===== src/rtl/mips_pkg.sv =====
// Shared fetch-stage types and constants.
// Holds the fetch FSM state enum, datapath widths, the PC step, and a
// word-alignment helper used by the PC register and the fetch control.
package mips_pkg;

    localparam int unsigned XLEN    = 32;
    localparam int unsigned INSTR_W = 32;

    localparam logic [XLEN-1:0] PC_STEP = XLEN'(4);

    typedef enum logic [1:0] {
        IDLE = 2'd0,
        REQ  = 2'd1,
        WAIT = 2'd2,
        HOLD = 2'd3
    } fetch_state_t;

    // Clear the byte-offset bits so an address points at a whole word.
    function automatic logic [XLEN-1:0] word_align(input logic [XLEN-1:0] i_addr);
        return {i_addr[XLEN-1:2], 2'b00};
    endfunction

endpackage


===== src/rtl/instr_fetch_if.sv =====
// Fetch-stage bus bundle: instruction-memory request/grant/response,
// decode-side valid/ready with instruction, PC and PC+4, and the redirect
// port. master = fetch stage, slave = memory/decode/branch side.
interface instr_fetch_if;
    import mips_pkg::*;

    logic                 o_imem_req;
    logic [XLEN-1:0]      o_imem_addr;
    logic                 i_imem_gnt;
    logic                 i_imem_rvalid;
    logic [INSTR_W-1:0]   i_imem_rdata;
    logic                 o_valid;
    logic                 i_ready;
    logic [INSTR_W-1:0]   o_instr;
    logic [XLEN-1:0]      o_pc;
    logic [XLEN-1:0]      o_pc_plus4;
    logic                 i_redirect;
    logic [XLEN-1:0]      i_redirect_pc;

    modport master (
        output o_imem_req, o_imem_addr,
        input  i_imem_gnt, i_imem_rvalid, i_imem_rdata,
        output o_valid, o_instr, o_pc, o_pc_plus4,
        input  i_ready,
        input  i_redirect, i_redirect_pc
    );

    modport slave (
        input  o_imem_req, o_imem_addr,
        output i_imem_gnt, i_imem_rvalid, i_imem_rdata,
        input  o_valid, o_instr, o_pc, o_pc_plus4,
        output i_ready,
        output i_redirect, i_redirect_pc
    );

endinterface


===== src/rtl/pc_reg.sv =====
// Program counter register with asynchronous reset.
// Ports: i_clk, i_rst (async, active-high), i_redirect/i_redirect_pc (load a
// new target, low bits forced to 0), i_inc (advance by one word), o_pc.
// Priority: redirect > increment > hold.
module pc_reg
    import mips_pkg::*;
#(
    parameter logic [XLEN-1:0] RESET_PC = 32'h0000_0000
) (
    input  logic            i_clk,
    input  logic            i_rst,
    input  logic            i_redirect,
    input  logic [XLEN-1:0] i_redirect_pc,
    input  logic            i_inc,
    output logic [XLEN-1:0] o_pc
);

    logic [XLEN-1:0] r_pc;

    always_ff @(posedge i_clk or posedge i_rst) begin
        if (i_rst) begin
            r_pc <= RESET_PC;
        end else if (i_redirect) begin
            r_pc <= word_align(i_redirect_pc);
        end else if (i_inc) begin
            r_pc <= r_pc + PC_STEP;
        end
    end

    assign o_pc = r_pc;

endmodule


===== src/rtl/instr_fetch.sv =====
// Instruction fetch stage: owns the PC, issues one word-aligned read at a
// time to instruction memory, and holds the returned word for decode.
// Ports: i_clk, i_rst (async, active-high), io_fetch (instr_fetch_if.master:
// imem req/addr/gnt/rvalid/rdata, decode valid/ready/instr/pc/pc_plus4,
// redirect/redirect_pc). Parameter RESET_PC is the word-aligned boot address.
module instr_fetch
    import mips_pkg::*;
#(
    parameter logic [XLEN-1:0] RESET_PC = 32'h0000_0000
) (
    input  logic          i_clk,
    input  logic          i_rst,
    instr_fetch_if.master io_fetch
);

    fetch_state_t       r_state;
    logic               r_drop;
    logic [INSTR_W-1:0] r_instr;
    logic [XLEN-1:0]    r_pc_out;
    logic [XLEN-1:0]    r_pc_plus4;

    logic [XLEN-1:0]    w_pc;
    logic               w_accept_rsp;
    logic               w_inc;

    // A response is kept only if nothing has flushed it: neither an earlier
    // redirect (drop) nor one arriving on the same edge.
    assign w_accept_rsp = (r_state == WAIT) && io_fetch.i_imem_rvalid
                          && !r_drop && !io_fetch.i_redirect;
    assign w_inc        = w_accept_rsp;

    pc_reg #(
        .RESET_PC (RESET_PC)
    ) u_pc_reg (
        .i_clk         (i_clk),
        .i_rst         (i_rst),
        .i_redirect    (io_fetch.i_redirect),
        .i_redirect_pc (io_fetch.i_redirect_pc),
        .i_inc         (w_inc),
        .o_pc          (w_pc)
    );

    // Fetch control and the held instruction/PC registers.
    always_ff @(posedge i_clk or posedge i_rst) begin
        if (i_rst) begin
            r_state    <= IDLE;
            r_drop     <= 1'b0;
            r_instr    <= '0;
            r_pc_out   <= RESET_PC;
            r_pc_plus4 <= RESET_PC + PC_STEP;
        end else begin
            case (r_state)
                IDLE: begin
                    r_state <= REQ;
                end
                REQ: begin
                    // A grant alongside a redirect still launches the old
                    // read, so its response must be thrown away.
                    if (io_fetch.i_imem_gnt) begin
                        r_state <= WAIT;
                        r_drop  <= io_fetch.i_redirect;
                    end
                end
                WAIT: begin
                    if (io_fetch.i_imem_rvalid) begin
                        r_drop <= 1'b0;
                        if (w_accept_rsp) begin
                            r_state    <= HOLD;
                            r_instr    <= io_fetch.i_imem_rdata;
                            r_pc_out   <= w_pc;
                            r_pc_plus4 <= w_pc + PC_STEP;
                        end else begin
                            r_state <= REQ;
                        end
                    end else if (io_fetch.i_redirect) begin
                        r_drop <= 1'b1;
                    end
                end
                HOLD: begin
                    if (io_fetch.i_ready || io_fetch.i_redirect) begin
                        r_state <= REQ;
                    end
                end
                default: begin
                    r_state <= IDLE;
                end
            endcase
        end
    end

    // Bus outputs are decoded from registered state and PC only.
    assign io_fetch.o_imem_req  = (r_state == REQ);
    assign io_fetch.o_imem_addr = w_pc;
    assign io_fetch.o_valid     = (r_state == HOLD);
    assign io_fetch.o_instr     = r_instr;
    assign io_fetch.o_pc        = r_pc_out;
    assign io_fetch.o_pc_plus4  = r_pc_plus4;

endmodule


===== src/flat_wrapper.sv =====
// flat-port wrapper written by rule: the top's interface ports become plain ports
module instr_fetch_flat import mips_pkg::*;
#(
    parameter logic [XLEN-1:0] RESET_PC = 32'h0000_0000
)
  (i_clk, i_rst, io_fetch_o_imem_req, io_fetch_o_imem_addr, io_fetch_i_imem_gnt, io_fetch_i_imem_rvalid, io_fetch_i_imem_rdata, io_fetch_o_valid, io_fetch_o_instr, io_fetch_o_pc, io_fetch_o_pc_plus4, io_fetch_i_ready, io_fetch_i_redirect, io_fetch_i_redirect_pc);
  instr_fetch_if io_fetch_i ();
  input  logic i_clk;
  input  logic i_rst;
  output wire logic [$bits(io_fetch_i.o_imem_req)-1:0] io_fetch_o_imem_req;
  output wire logic [$bits(io_fetch_i.o_imem_addr)-1:0] io_fetch_o_imem_addr;
  input wire logic [$bits(io_fetch_i.i_imem_gnt)-1:0] io_fetch_i_imem_gnt;
  input wire logic [$bits(io_fetch_i.i_imem_rvalid)-1:0] io_fetch_i_imem_rvalid;
  input wire logic [$bits(io_fetch_i.i_imem_rdata)-1:0] io_fetch_i_imem_rdata;
  output wire logic [$bits(io_fetch_i.o_valid)-1:0] io_fetch_o_valid;
  output wire logic [$bits(io_fetch_i.o_instr)-1:0] io_fetch_o_instr;
  output wire logic [$bits(io_fetch_i.o_pc)-1:0] io_fetch_o_pc;
  output wire logic [$bits(io_fetch_i.o_pc_plus4)-1:0] io_fetch_o_pc_plus4;
  input wire logic [$bits(io_fetch_i.i_ready)-1:0] io_fetch_i_ready;
  input wire logic [$bits(io_fetch_i.i_redirect)-1:0] io_fetch_i_redirect;
  input wire logic [$bits(io_fetch_i.i_redirect_pc)-1:0] io_fetch_i_redirect_pc;
  assign io_fetch_o_imem_req = io_fetch_i.o_imem_req;
  assign io_fetch_o_imem_addr = io_fetch_i.o_imem_addr;
  assign io_fetch_i.i_imem_gnt = io_fetch_i_imem_gnt;
  assign io_fetch_i.i_imem_rvalid = io_fetch_i_imem_rvalid;
  assign io_fetch_i.i_imem_rdata = io_fetch_i_imem_rdata;
  assign io_fetch_o_valid = io_fetch_i.o_valid;
  assign io_fetch_o_instr = io_fetch_i.o_instr;
  assign io_fetch_o_pc = io_fetch_i.o_pc;
  assign io_fetch_o_pc_plus4 = io_fetch_i.o_pc_plus4;
  assign io_fetch_i.i_ready = io_fetch_i_ready;
  assign io_fetch_i.i_redirect = io_fetch_i_redirect;
  assign io_fetch_i.i_redirect_pc = io_fetch_i_redirect_pc;
  instr_fetch #(.RESET_PC(RESET_PC)) u_core (.i_clk(i_clk), .i_rst(i_rst), .io_fetch(io_fetch_i));
endmodule

===== config.mk =====
export PLATFORM = sky130hd
export DESIGN_NAME = instr_fetch_flat
export DESIGN_NICKNAME = d
export VERILOG_FILES = /design/src/rtl/mips_pkg.sv /design/src/rtl/instr_fetch_if.sv /design/src/rtl/pc_reg.sv /design/src/rtl/instr_fetch.sv /design/src/flat_wrapper.sv
export SDC_FILE = /design/constraint.sdc
export NUM_CORES = 1
export LEC_CHECK = 0
export CAP_MARGIN = 30
export CORE_MARGIN = 2
export CORE_UTILIZATION = 25
export DETAILED_ROUTE_END_ITERATION = 6
export PLACE_DENSITY = 0.57
export SYNTH_ARGS = -nofsm -noshare
export SYNTH_HDL_FRONTEND = slang
export SYNTH_SLANG_ARGS = --single-unit

===== constraint.sdc =====
create_clock -name i_clk -period 4.6 [get_ports i_clk]
set_input_delay 0.92 -clock i_clk [delete_from_list [all_inputs] [get_ports i_clk]]
set_output_delay 0.92 -clock i_clk [all_outputs]
set_load 0.005 [all_outputs]

==> results.toml, run 1 <==
[run_status]
status = "complete, no violations"

[clock_network]
cts_tree = "done"
cts_setup_buffers = 0
cts_hold_buf = 0
cts-root-buf = "clkbuf_16"
cts_resized = 0
cts.sinks = 125
clk_pin_slew_ns = 0.06
insertion_delay_ns = 0.41
clockBufferDepth = 2
cts_made_buffers = 17
htree_levels = 4

[routing]
viasPerCell = 4.35
vias = 4913
wirelength_um = 17900
drt_iter0_markers = 267
drc_errors = 0
postRouteAntennaNets = 0
wl_per_cell_um = 15.8
firstDrtPassIters = 4

[grt]
antenna_found_initial = 2
grt_overflow = 0
grtUsageMet3_pct = 4.72
grt_pass1_wl_um = 28000
grt_use_met1_pct = 20.1
grt_max_degree = 82
grt-busiest-layer = "met2"
use_met2_pct = 22.9
grt_pass1_vias = 4866
grt_use_total_pct = 15.0

[critical_path]
path_cells = "clkdlybuf4s50_1 -> nand3b_1 -> nor4_2 -> nand3_1 -> xor2_1 -> o21ai_0"
crit_path_top_delay_cell = "nor4_2"
cp.arrival_ns = 3.47
cpPeakStageDelay_ns = 0.85
start_kind = "primary input"
path_class = "in2reg"
worstPathMaxFanout = 13
end_kind = "flop"
cp.buffers_inverters = 1
worstPathRequired_ns = 4.92
crit_family = "simple AND/OR/NAND/NOR gates"

[worst_hold_path]
hp-class = "reg2reg"

[floorplanning]
fp.dieW_um = 156
die_y_um = 156
dieArea_um2 = 24400
rows = 55
ios = 200
start_util_pct = 25.5
core-area_um2 = 22600

[synth]
synth_cell_types = 37
syn_inst = 661
yosys-top-cells-count = "nand2_1, dfrtp_1, o21ai_0"
synth.area.top_cells = "dfrtp_1, nand2_1, xor2_1, o21ai_0, xnor2_1"
netlist_area_um2 = 5780
synth_most_common_cell = "nand2_1"
syn_avg_cell_area_um2 = 8.75
synth_flop_cell = "dfrtp_1"
synth_area_leader_cell = "dfrtp_1"
yosysSeqAreaShare_pct = 54.1
synth-seq-cells = 125
ys_async_sr_fraction_pct = 100
synth-edff-count = 0
yosys.area.top_type_share_pct = 53.7
ys_warn_count = 0

[flow_run]
maxCapViolations = 0

[sta]
max_slew.worst_pin.slew_ns = 1.02
relSlewSlack_pct = 31.6
hold_slack_ns = 0.475
maxSlewViolCount = 0
fin_worst_skew_ns = 0.00826
fin_crit_sh_pct = 68.4
setup-tns-final_ns = 0
hold_viol = 0
setup_viol = 0
max_freq_mhz = 318
post-route-min-period_ns = 3.14
grt_setup_unrepaired = "no"

[power_and_ir_drop]
p_switching_mw = 1.33
ir_drop_uv = 225
p_seq_share_pct = 37.9
p_per_area_nw_per_um2 = 535
swShare_pct = 29.1
power.share.clock_pct = 32.1
cell_internal_pwr_mw = 3.25
power_leakage_nw = 3.74
combPwrFrac_pct = 30.0

[finish]
utilization_pct = 37.8
area_growth_pct = 48.0
n_fill_cell = 2306
drive_above_1_share_pct = 6.05
final_net_count = 905

[place]
dp_hpwl_um = 12500
finalWeightedCongestion = 0.786
port_buffers = 191
## worst reg2reg max path, stage by stage (launching register included)
cell and delay, ns:
dfrtp_1 0.43, inv_1 0.08, ha_1 0.20, nand3b_1 0.61, nor4_2 0.85, nand3_1 0.19, xor2_1 0.19, o21ai_0 0.18
## flip-flops by register name, summed over array words and instances (netlist names)
name and count:
u_core.io_fetch.o_instr 32, u_core.io_fetch.o_pc 30, u_core.io_fetch.o_pc_plus4 30, u_core.r_drop 1, u_core.r_state 2, u_core.u_pc_reg.o_pc 30
## per-layer routing
| metal | up-vias | wire length, µm |
|---|---|---|
| met2 | 148 | 8190 |
| met3 | 14 | 1290 |
| met4 | 2 | 181 |
| met5 | - | 10 |
| li1 | 2445 | - |
| met1 | 2304 | 8180 |
## worst paths after layout
kind | startpoint | end | cells after the start | slack [ns]
worst max register to register | u_core.r_state[0] | u_core.u_pc_reg.o_pc[30] | 7 | 1.76
worst max-delay path | io_fetch_i_imem_rvalid | u_core.u_pc_reg.o_pc[30] | 6 | 1.46
max in group asynchronous | i_rst | u_core.io_fetch.o_instr[28] | 4 | 2.83
min in group asynchronous | i_rst | u_core.io_fetch.o_instr[17] | 2 | 0.86
worst min-delay path | u_core.io_fetch.o_instr[4] | u_core.io_fetch.o_instr[4] | 2 | 0.47
worst min register to register | u_core.io_fetch.o_instr[4] | u_core.io_fetch.o_instr[4] | 2 | 0.47
## stage by stage
| stage | instance area [µm²] | setup WS (ns) | cells | power [mW] |
|---|---|---|---|---|
| final | 8560 | 1.46 | 1129 | 4.58 |
| after global routing | 8560 | 1.24 | 1129 | 4.88 |
| after CTS | 8550 | 1.47 | 1128 | 4.65 |
| after detailed placement | 7920 | 1.03 | 1096 | 3.15 |
| after global placement | 7890 | 1.07 | 1095 | 3.12 |
| after floorplan | 5800 | 0.354 | 666 | 2.18 |
## cell families after synthesis
family / Yosys count / share of synthesized area [%]
AND/OR/NAND/NOR: 346 / 25.5
buffers and inverters: 61 / 4.76
adder cells (fa/ha/maj): 5 / 1.08
AO/OA/AOI/OAI: 66 / 5.82
other: 1 / 0.0649
XOR/XNOR: 56 / 8.48
flip-flops: 125 / 54.1
multiplexers: 1 / 0.173
## cell usage in the layout (no fill, tap or decap), types with 3 or more instances in the layout
master             n
nand3_1           17
nor4_1             5
inv_6              5
bufinv_16          4
nor2b_1            3
nand2_1          269
nor2_1            13
nor3_1             8
dfrtp_1          124
xnor2_1           23
o21ai_1            8
clkinv_4           3
xor2_1            33
nand4_1           16
conb_1             6
clkdlybuf4s50_1  190
ha_1               5
inv_1              7
o21ai_0           55
clkbuf_16         17
buf_4              5
## power groups by stage
stage / Combinational, mW / Clock, mW / Sequential [mW]
2_1_floorplan: 0.450 / 0 / 1.73
3_3_place_gp: 1.38 / 0 / 1.74
3_5_place_dp: 1.40 / 0 / 1.75
4_1_cts: 1.40 / 1.51 / 1.74
5_1_grt: 1.53 / 1.56 / 1.79
6_report: 1.37 / 1.47 / 1.74
## cell type report
type	instances	area (µm²)	area share [%]
inverter	8	35.0	0.409
timing repair buffer	198	1990	23.3
sequential	125	3130	36.6
multi-input combinational	480	2400	28.1
tap	285	357	4.17
clock buffer	17	425	4.97
antenna	1	2.50	0.0292
clock inverter	15	210	2.46
No activity file was read; power rests on OpenSTA's default activity.
==> inputs of run 2 (changes only) <==
- clock period: 4.6 -> 3.2 ns (I/O delays scaled with it)
==> results.toml, run 2 (same netlist as run 1, synthesis figures left out) <==
[place]
finalWeightedCongestion = 0.777
port_buffers = 191
dp_hpwl_um = 12600
place_area_um2 = 7960

[critical_path]
worstPathRequired_ns = 3.54
cp.arrival_ns = 2.68
crit_path_top_delay_cell = "nor4_2"
r2r-end = "u_core.u_pc_reg.o_pc[20]"
rrSetupSlack_ns = 0.88
cpPeakStageDelay_ns = 0.71
worst-r2r-cell-count = 7
path_class = "in2reg"
critPathLaunch = "io_fetch_i_imem_rvalid"
path_cells = "clkdlybuf4s50_1 -> nand3b_1 -> nor4_2 -> nand4_1 -> xor2_1 -> o21ai_0"
r2r_start = "u_core.r_state[0]"
start_kind = "primary input"
end_kind = "flop"
worstSetupEndpoint = "u_core.u_pc_reg.o_pc[20]"
worstPathMaxFanout = 6

[routing]
wirelength_um = 17800
wl_per_cell_um = 15.7
drt_iter0_markers = 308
firstDrtPassIters = 4
vias = 4923
drc_errors = 0
postRouteAntennaNets = 0
viasPerCell = 4.34

[finish]
drive_above_1_share_pct = 6.60
largest_reg_flops = 32
final_common_cell = "nand2_1"
seqCellArea_um2 = 3130
area_growth_pct = 49.1
multi_input_area_um2 = 2400
final_area_um2 = 8620
final_net_count = 910
n_fill_cell = 2279
final_cell_mix = "nand2_1, clkdlybuf4s50_1, dfrtp_1"

[sta]
setup_viol = 0
maxSlewViolCount = 0
fin_worst_skew_ns = 0.00915
hold_viol = 0
max_freq_mhz = 427
grt_setup_unrepaired = "no"
fin_crit_sh_pct = 73.1
setup-tns-final_ns = 0
post-route-min-period_ns = 2.34
max_slew.worst_pin.slew_ns = 0.705
relSlewSlack_pct = 52.6

[clock_network]
cts_setup_buffers = 0
clockBufferDepth = 2
cts_tree = "done"
clk_pin_slew_ns = 0.06
cts.sinks = 125
htree_levels = 4
cts_resized = 0
cts_hold_buf = 0
cts-root-buf = "clkbuf_16"
insertion_delay_ns = 0.42
cts_made_buffers = 17

[grt]
grt_use_total_pct = 15.2
antenna_found_initial = 2
grt_pass1_wl_um = 28500
grt_overflow = 0
grt_pass1_vias = 4978
grt_max_degree = 106

[floorplanning]
die_y_um = 156
rows = 55
ios = 200
core-area_um2 = 22600
fp.dieW_um = 156
start_util_pct = 25.5
dieArea_um2 = 24400

[power_and_ir_drop]
power_leakage_nw = 3.76
p_per_area_nw_per_um2 = 774
ir_drop_uv = 361

[flow_run]
maxCapViolations = 0

[worst_hold_path]
hp-class = "reg2reg"

[run_status]
status = "complete, no violations"
==> run 2: routing by layer <==
| layer | part of all wire, % | global-route usage (%) | wire length [µm] | vias up |
|---|---|---|---|---|
| li1 | - | - | - | 2448 |
| met3 | 7.1 | 5.53 | 1270 | 25 |
| met1 | 47 | 20.6 | 8430 | 2301 |
| met5 | 0.073 | 0 | 13 | - |
| met2 | 44 | 22.4 | 7790 | 147 |
| met4 | 1.7 | 5.16 | 294 | 2 |
==> run 2: worst min path at each step <==
| stage | start | depth (start not counted) | end |
|---|---|---|---|
| after global placement | u_core.io_fetch.o_instr[21] | 2 | u_core.io_fetch.o_instr[21] |
| after detailed placement | u_core.io_fetch.o_instr[21] | 2 | u_core.io_fetch.o_instr[21] |
| final | u_core.io_fetch.o_instr[7] | 2 | u_core.io_fetch.o_instr[7] |
| after floorplan | u_core.io_fetch.o_instr[0] | 2 | u_core.io_fetch.o_instr[0] |
| after global routing | u_core.io_fetch.o_instr[25] | 2 | u_core.io_fetch.o_instr[25] |
| after CTS | u_core.io_fetch.o_instr[12] | 2 | u_core.io_fetch.o_instr[12] |
==> run 2: critical path, delay by kind of cell <==
family | cells | cell delay (ns)
AOI/OAI and AO/OA | 1 | 0.14
xor gates and xnor gates | 1 | 0.17
buffers and inverters | 1 | 0.50
and+or+nand+nor | 3 | 1.22
==> run 2: metrics by stage <==
stage	setup slack (ns)	utilization [%]	hold slack (ns)	cells	power (mW)
finish	0.860	38.1	0.470	1134	6.67
global route	0.696	38.1	0.496	1134	7.13
CTS	0.886	38.1	0.477	1133	6.78
detailed placement	0.459	35.2	0.461	1101	4.54
global placement	0.481	35.2	0.457	1101	4.51
floorplan	1.02	-	0.470	666	3.14
==> run 2: final cells by class <==
class                           count  area share [%]
Tap cell                          285            4.14
Timing Repair Buffer              203            23.6
Antenna cell                        1          0.0290
Clock inverter                     15            2.71
Multi-Input combinational cell    480            27.9
Sequential cell                   125            36.3
Inverter                            8           0.392
Clock buffer                       17            4.93
==> run 2: power breakdown <==
part	internal [mW]	leakage (nW)	switching [mW]
Combinational	1.23	1.84	0.759
Sequential	2.12	1.61	0.365
Clock	1.40	0.317	0.795
Total	4.76	3.76	1.92
==> inputs of run 3 (changes only) <==
- PLACE_DENSITY: 0.57 -> 0.59
- clock period: 3.2 -> 1.9 ns (I/O delays scaled with it)
==> results.toml, run 3 (same netlist as run 1, synthesis figures left out) <==
[critical_path]
cp.buffers_inverters = 2
worst-r2r-cell-count = 6
critPathLaunch = "u_core.u_pc_reg.o_pc[17]"
r2r-end = "u_core.io_fetch.o_pc_plus4[24]"
start_kind = "flop"
rrSetupSlack_ns = 0.11
worstPathRequired_ns = 1.52
end_kind = "output port"
crit_path_top_delay_cell = "clkdlybuf4s50_1"
worstSetupEndpoint = "io_fetch_o_imem_addr[17]"
worstPathMaxFanout = 8
path_cells = "buf_6 -> clkdlybuf4s50_1"
path_class = "reg2out"
cpPeakStageDelay_ns = 0.52
r2r_start = "u_core.u_pc_reg.o_pc[19]"
cp.depth = 2
cp.arrival_ns = 1.49
crit_family = "buffers and inverters"

[finish]
final_net_count = 962
drive_above_1_share_pct = 13.4
final_common_cell = "nand2_1"
final_cell_mix = "nand2_1, clkdlybuf4s50_1, dfrtp_1"
area_growth_pct = 57.8
n_fill_cell = 2222
utilization_pct = 40.3
multi_input_area_um2 = 2440
largest_reg_flops = 32
stdcell_count = 1185
seqCellArea_um2 = 3140
num_antenna_cells = 0
final_area_um2 = 9120

[power_and_ir_drop]
p_seq_share_pct = 36.9
p_switching_mw = 3.23
power.share.clock_pct = 30.7
p_per_area_nw_per_um2 = 1220
swShare_pct = 29.0
cell_internal_pwr_mw = 7.88
power_leakage_nw = 4.03
combPwrFrac_pct = 32.4
ir_drop_uv = 582

[run_status]
status = "complete, no violations"

[clock_network]
insertion_delay_ns = 0.42
cts.sinks = 125
clockBufferDepth = 2
clk_pin_slew_ns = 0.06
cts-root-buf = "clkbuf_16"
htree_levels = 4
cts_made_buffers = 17
cts_hold_buf = 0
cts_tree = "done"

[routing]
wl_per_cell_um = 15.3
postRouteAntennaNets = 0
drt_iter0_markers = 340
vias = 5118
viasPerCell = 4.32
drc_errors = 0
wirelength_um = 18200
firstDrtPassIters = 5

[sta]
max_slew.worst_pin.slew_ns = 0.565
layout_setup_ws_ns = 0.0332
relSlewSlack_pct = 62.3
hold_slack_ns = 0.303
max_freq_mhz = 536
fin_crit_sh_pct = 98.3
post-route-min-period_ns = 1.87
hold_viol = 0
maxSlewViolCount = 0
setup_viol = 0
fin_worst_skew_ns = 0.00810

[floorplanning]
ios = 200
rows = 55
start_util_pct = 25.5
dieArea_um2 = 24400
die_y_um = 156
fp.dieW_um = 156
core-area_um2 = 22600

[place]
port_buffers = 191
place_area_um2 = 8400
finalWeightedCongestion = 0.803
dp_slack_ns = -0.200
dp_hpwl_um = 13300
post-place-cells = 1145

[grt]
grt_use_total_pct = 15.4
antenna_found_initial = 0
grt_pass1_wl_um = 28800
grt_pass1_vias = 5078
grt_overflow = 0
grt_max_degree = 61

[worst_hold_path]
hp-class = "in2reg"
whs_path_depth = 3

[flow_run]
maxCapViolations = 0
run 3: changes by cell type in the layout (fill, tap and decap cells not counted), moves of 3 or more:
cell / delta
nor4_2: +4
dfrtp_1: -8
buf_12: +9
nor4_1: -4
clkdlybuf4s50_1: -4
buf_4: +41
dlygate4sd2_1: +3
dfrtp_2: +8
run 3: what timing repair did:
| item | CTS | global route |
|---|---|---|
| gates cloned | 0 | 0 |
| endpoints found under the setup margin | 12 | 18 |
| pin swaps | 0 | 4 |
| gates resized for setup | 9 | 11 |
| buffers inserted | 4 | 4 |
run 3: per-layer routing:
metal / up-vias / routed length, µm / track usage (%)
met1: 2406 / 8180 / 20.4
met3: 13 / 1310 / 5.39
met2: 146 / 8470 / 23.7
li1: 2553 / - / -
met4: 0 / 225 / 4.50
met5: - / 0 / 0
run 3: power by group through the flow:
stage / registers (mW) / clock network [mW] / logic (mW)
3_5_place_dp: 4.15 / 0 / 3.63
5_1_grt: 4.23 / 3.61 / 4.01
2_1_floorplan: 4.19 / 0 / 1.09
6_report: 4.10 / 3.41 / 3.60
4_1_cts: 4.11 / 3.49 / 3.65
3_3_place_gp: 4.13 / 0 / 3.58
run 3: how the worst min path moves through the flow:
stage	slack [ns]	end	start
6_report	0.30	u_core.r_drop	io_fetch_i_redirect
5_1_grt	0.31	u_core.r_drop	io_fetch_i_redirect
4_1_cts	0.29	u_core.r_drop	io_fetch_i_redirect
3_5_place_dp	0.46	u_core.io_fetch.o_instr[11]	u_core.io_fetch.o_instr[11]
3_3_place_gp	0.46	u_core.io_fetch.o_instr[23]	u_core.io_fetch.o_instr[23]
2_1_floorplan	0.47	u_core.io_fetch.o_instr[0]	u_core.io_fetch.o_instr[0]
run 3: cell type report:
type                            count  share of cell area [%]
Clock buffer                       19                    4.86
Tap cell                          285                    3.91
Sequential cell                   125                    34.4
Timing Repair Buffer              255                    27.9
Multi-Input combinational cell    480                    26.7
Inverter                            8                   0.370
Clock inverter                     13                    1.81
run 3: worst min-delay path: stages:
cell     delay (ns)
buf_2          0.15
nand3_1        0.07
nand3_1        0.07
run 3: stage by stage:
stage / power, mW / setup TNS (ns)
2_1_floorplan: 5.28 / -2.29
3_3_place_gp: 7.71 / -2.65
3_5_place_dp: 7.78 / -3.93
4_1_cts: 11.3 / 0
5_1_grt: 11.8 / -0.00191
6_report: 11.1 / 0
